### src/rtl/dual_alu4_macro.sv
// Two parallel 4-bit ALUs whose flags and results are packed into one 15-bit output register.
// Optional macro DUAL_ALU4_PARITY_EN puts even parity over OUT[13:0] into OUT[14].
module dual_alu4_macro (
    input  logic        wb_clk_i,
    input  logic        wb_rst_i,
    input  logic [37:0] io_in,
    output logic [37:0] io_out,
    output logic [37:0] io_oeb
);

    logic [14:0] out_q;
    logic [14:0] out_d;
    logic [6:0]  alu0;
    logic [6:0]  alu1;

    // Returns {v, z, c, r[3:0]}; C is carry for add and borrow for subtract.
    function automatic logic [6:0] alu4(input logic [3:0] a, input logic [3:0] b,
                                        input logic [1:0] sel);
        logic [4:0] wide;
        logic [3:0] r;
        logic       c;
        logic       v;
        wide = '0;
        r    = '0;
        c    = 1'b0;
        v    = 1'b0;
        case (sel)
            2'b00: begin
                wide = {1'b0, a} + {1'b0, b};
                r    = wide[3:0];
                c    = wide[4];
                v    = (a[3] == b[3]) && (r[3] != a[3]);
            end
            2'b01: begin
                wide = {1'b0, a} - {1'b0, b};
                r    = wide[3:0];
                c    = wide[4];
                v    = (a[3] != b[3]) && (r[3] != a[3]);
            end
            2'b10:   r = a & b;
            default: r = a | b;
        endcase
        return {v, (r == 4'd0), c, r};
    endfunction

    always_comb begin
        alu0 = alu4(io_in[21:18], io_in[25:22], io_in[35:34]);
        alu1 = alu4(io_in[29:26], io_in[33:30], io_in[37:36]);
        out_d        = '0;
        out_d[0]     = alu0[4];
        out_d[1]     = alu0[5];
        out_d[2]     = alu0[6];
        out_d[6:3]   = alu0[3:0];
        out_d[10:7]  = alu1[3:0];
        out_d[11]    = alu1[4];
        out_d[12]    = alu1[5];
        out_d[13]    = alu1[6];
`ifdef DUAL_ALU4_PARITY_EN
        out_d[14]    = ^out_d[13:0];
`else
        out_d[14]    = 1'b0;
`endif
    end

    always_ff @(posedge wb_clk_i or posedge wb_rst_i) begin
        if (wb_rst_i) out_q <= '0;
        else          out_q <= out_d;
    end

    always_comb begin
        io_out       = '0;
        io_out[0]    = out_q[0];
        io_out[17:4] = out_q[14:1];
        io_oeb       = '1;
        io_oeb[0]    = 1'b0;
        io_oeb[17:4] = '0;
    end

endmodule

### config.mk
export PLATFORM = sky130hd
export DESIGN_NAME = dual_alu4_macro
export DESIGN_NICKNAME = d
export VERILOG_FILES = /design/src/rtl/dual_alu4_macro.sv
export SDC_FILE = /design/constraint.sdc
export NUM_CORES = 1
export LEC_CHECK = 0
export CORE_ASPECT_RATIO = 1.5
export CORE_MARGIN = 4
export CORE_UTILIZATION = 40
export DETAILED_ROUTE_END_ITERATION = 16
export GPL_TIMING_DRIVEN = 1
export HOLD_SLACK_MARGIN = 0.15
export PLACE_DENSITY = 0.95
export SLEW_MARGIN = 10
export SYNTH_ARGS = -nofsm -noshare
export SYNTH_HDL_FRONTEND = slang
export SYNTH_SLANG_ARGS = --single-unit
### constraint.sdc
create_clock -name wb_clk_i -period 0.8 [get_ports wb_clk_i]
set_input_delay 0.2 -clock wb_clk_i [delete_from_list [all_inputs] [get_ports wb_clk_i]]
set_output_delay 0.2 -clock wb_clk_i [all_outputs]
set_load 0.01 [all_outputs]
==> impl_results.md <==
* Status: finished, violations left
* Failing checks: negative setup slack
* CTS Buffer Depth at 2
* Leak at 1.482 nW
* Min-delay src: io_in[37]
* Total internal power at between 2 and 2.5 mW
* Fin worst setup slack at -0.9427 ns
* Synth Area per Inst at 8.823 sq um
* Sw Ratio at 34.91%
* Slew Limit Fails at 0
* Area growth from synthesis to layout at 58.19%
* DRT antenna net count at 0
* Final period util at 217.8%
* Vias in the first global route at 1,611
* CTS buffer count at 3
* Die ar. at 5882 sq um
* DP Wirelength at around 3500 um
* Cells after Synth at about 210
* Final hold slack at between 0.2 and 0.25 ns
* Logic gate share of total power at 53.3%
* Crit Path Max Fanout at 2
* Yosys cell types at 38
* Starting Density at roughly two fifths
* Layout cells sized above 1 at around 54%
* Final Hold Fails at 0
* Reg with most FFs: out_q
* Worst VDD drop at around 0.00054 V
* PortBufs at 35
* ANT cells at 0
* Most common cell in the netlist: buf_4
* Final nets at about 370
* Root Buffer: clkbuf_8
* # rows at 30
* Share of the yosys chip area belonging to registers at between 10% and 20%
* Core area at roughly 4500 sq um
* #FFs+latches synth at 14
* Chip Height at 91.95 um
* Initial DRC Count at 60
* Worst EP required at 0.96 ns
* Setup TNS at -9.367 ns
* Number of synthesized flops with an enable pin at 0
* P per Cell Area at ~1100 nW/um^2
* Clock Sink Count at 14
* Vias at around 1,600
* Die X at between 60 and 70 um
* Gr ovfl total at 0
* Power share of the sequential group at ~26%
* Hold Path Sink: out_q[11]$_DFF_PP0_
* Worst setup EP type: flip-flop
* Setup-failing EPs final at 27
* Largest regs: out_q: 14 flops
* Cell count of the worst hold path at 2
* GR Util All Layers at ~16%
* Max Cap Viol at 0
* Top cells by area, synth: buf_4 (25%), dfrtp_1 (19%), ha_1 (16%)
* RSZ-0062 raised after global routing: true
* Warnings, synthesis at 0
* Most used flip-flop cell after synthesis: dfrtp_1
* Startpoint type of the worst setup path: input port
* CTS tree: yes
* Yosys top cell by area: buf_4
* Max FFs per register at 14
* Drt first pass iters at 4
* Routed WL per cell at between 10 and 15 um
* Critical path class: in -> reg
* Top Ports at 116
* Clk slew on worst S/H paths at about 0.050 ns
* Hold crit path type: in -> reg
* Routed WL at between 4000 and 5000 um
* Sw power at roughly 1.1 mW
* Synth cell count leaders: buf_4 (62), inv_1 (31), ha_1 (24), dfrtp_1 (14), nor2_1 (9)
* Cell Area, Synth at 1879 sq um
* Fraction of registers with async set/reset at between 90% and 100%
* Final min period at 1.743 ns
* H-tree depth at 1
* DRC viols at 0
* Top cell type's share of synthesized area at about a quarter
* First-pass GRT wire length at approximately 7400 um
* GPL Wtd Cong at between 0.8 and 0.9
* Largest net degree at the start of global routing at 15
* Post-DR vias/cell at approximately 4.4
* Clock power frac at between 20% and 30%
* Worst EP arrival at around 1.9 ns
* Cts-stage hold buffer count at 0
* Max Clock Freq at about 0.57 GHz
* Antenna violations before repair at 0
placed cells by master, fill, tap and decap left out, types with 3 or more instances in the layout:
master,count
inv_2,17
xnor2_1,5
ha_4,12
buf_6,18
buf_8,5
buf_12,3
conb_1,62
buf_4,40
nor2_1,7
inv_1,9
dfrtp_1,14
clkbuf_8,4
buf_2,14
nand2b_1,3
a21oi_4,4
ha_1,8
ha_2,4
and2_4,3
dlygate4sd2_1,3
power groups by stage:
stage                     clock network [mW]  logic (mW)  registers [mW]
final                                  0.674        1.70           0.812
after global routing                   0.702        1.82           0.822
after CTS                              0.676        1.52           0.808
after detailed placement                   0        1.37           0.824
after global placement                     0        1.31           0.821
after floorplan                            0       0.893           0.869
routing by layer:
layer,vias up,routed length [um],track usage [%]
li1,751,-,-
met2,82,2656,30.72
met1,756,1626,16.04
met5,-,0,0
met3,10,359,2.206
met4,0,104,5.766
worst max-delay path by stage:
stage | startpoint | to | slack [ns]
2_1_floorplan | io_in[26] | out_q[12]$_DFF_PP0_ | -0.97
3_3_place_gp | io_in[26] | out_q[12]$_DFF_PP0_ | -1.65
3_5_place_dp | io_in[26] | out_q[12]$_DFF_PP0_ | -1.75
4_1_cts | io_in[18] | out_q[1]$_DFF_PP0_ | -1.13
5_1_grt | io_in[26] | out_q[12]$_DFF_PP0_ | -1.0
6_report | io_in[26] | out_q[12]$_DFF_PP0_ | -0.94
layout make-up:
cell class	count	area (sq um)
Timing Repair Buffer	90	802.0
Inverter	32	165.2
Tap cell	64	80.08
Clock buffer	4	55.05
Sequential cell	14	350.3
Fill cell	327	1569
Multi-Input combinational cell	163	1520
metrics by stage:
| stage | utilization [%] | cell area [sq um] | power, mW | cells | setup slack, ns |
|---|---|---|---|---|---|
| finish | 65.45 | 2973 | 3.182 | 367 | -0.9427 |
| global route | 65.45 | 2973 | 3.347 | 367 | -0.9994 |
| CTS | 62.34 | 2831 | 3.006 | 366 | -1.131 |
| detailed placement | 56.12 | 2549 | 2.198 | 353 | -1.749 |
| global placement | 56.12 | 2549 | 2.135 | 353 | -1.647 |
| floorplan | - | 2237 | 1.762 | 273 | -0.9727 |
cells by family after synthesis:
group	synth area share [%]
adder cells (fa/ha/maj)	20.24
buffers and inverters	32.02
other	0.3996
XOR/XNOR	2.796
flip-flops	18.64
AND/OR/NAND/NOR	7.857
multiplexers	5.326
AO/OA/AOI/OAI	12.72
repair_timing:
action	4_1_cts	5_1_grt
endpoints found under the hold margin	0	0
setup buffers	11	7
endpoints found under the setup margin	28	28
resized for setup	174	53
pin swaps	29	32
critical path, cell delays in order:
cell and delay (ns):
buf_12 0.10, ha_4 0.14, inv_2 0.03, fa_1 0.50, inv_2 0.04, mux4_2 0.46
a2111o_1 0.31, nor3_2 0.12
Note: power is estimated with default switching activity, not from simulation.
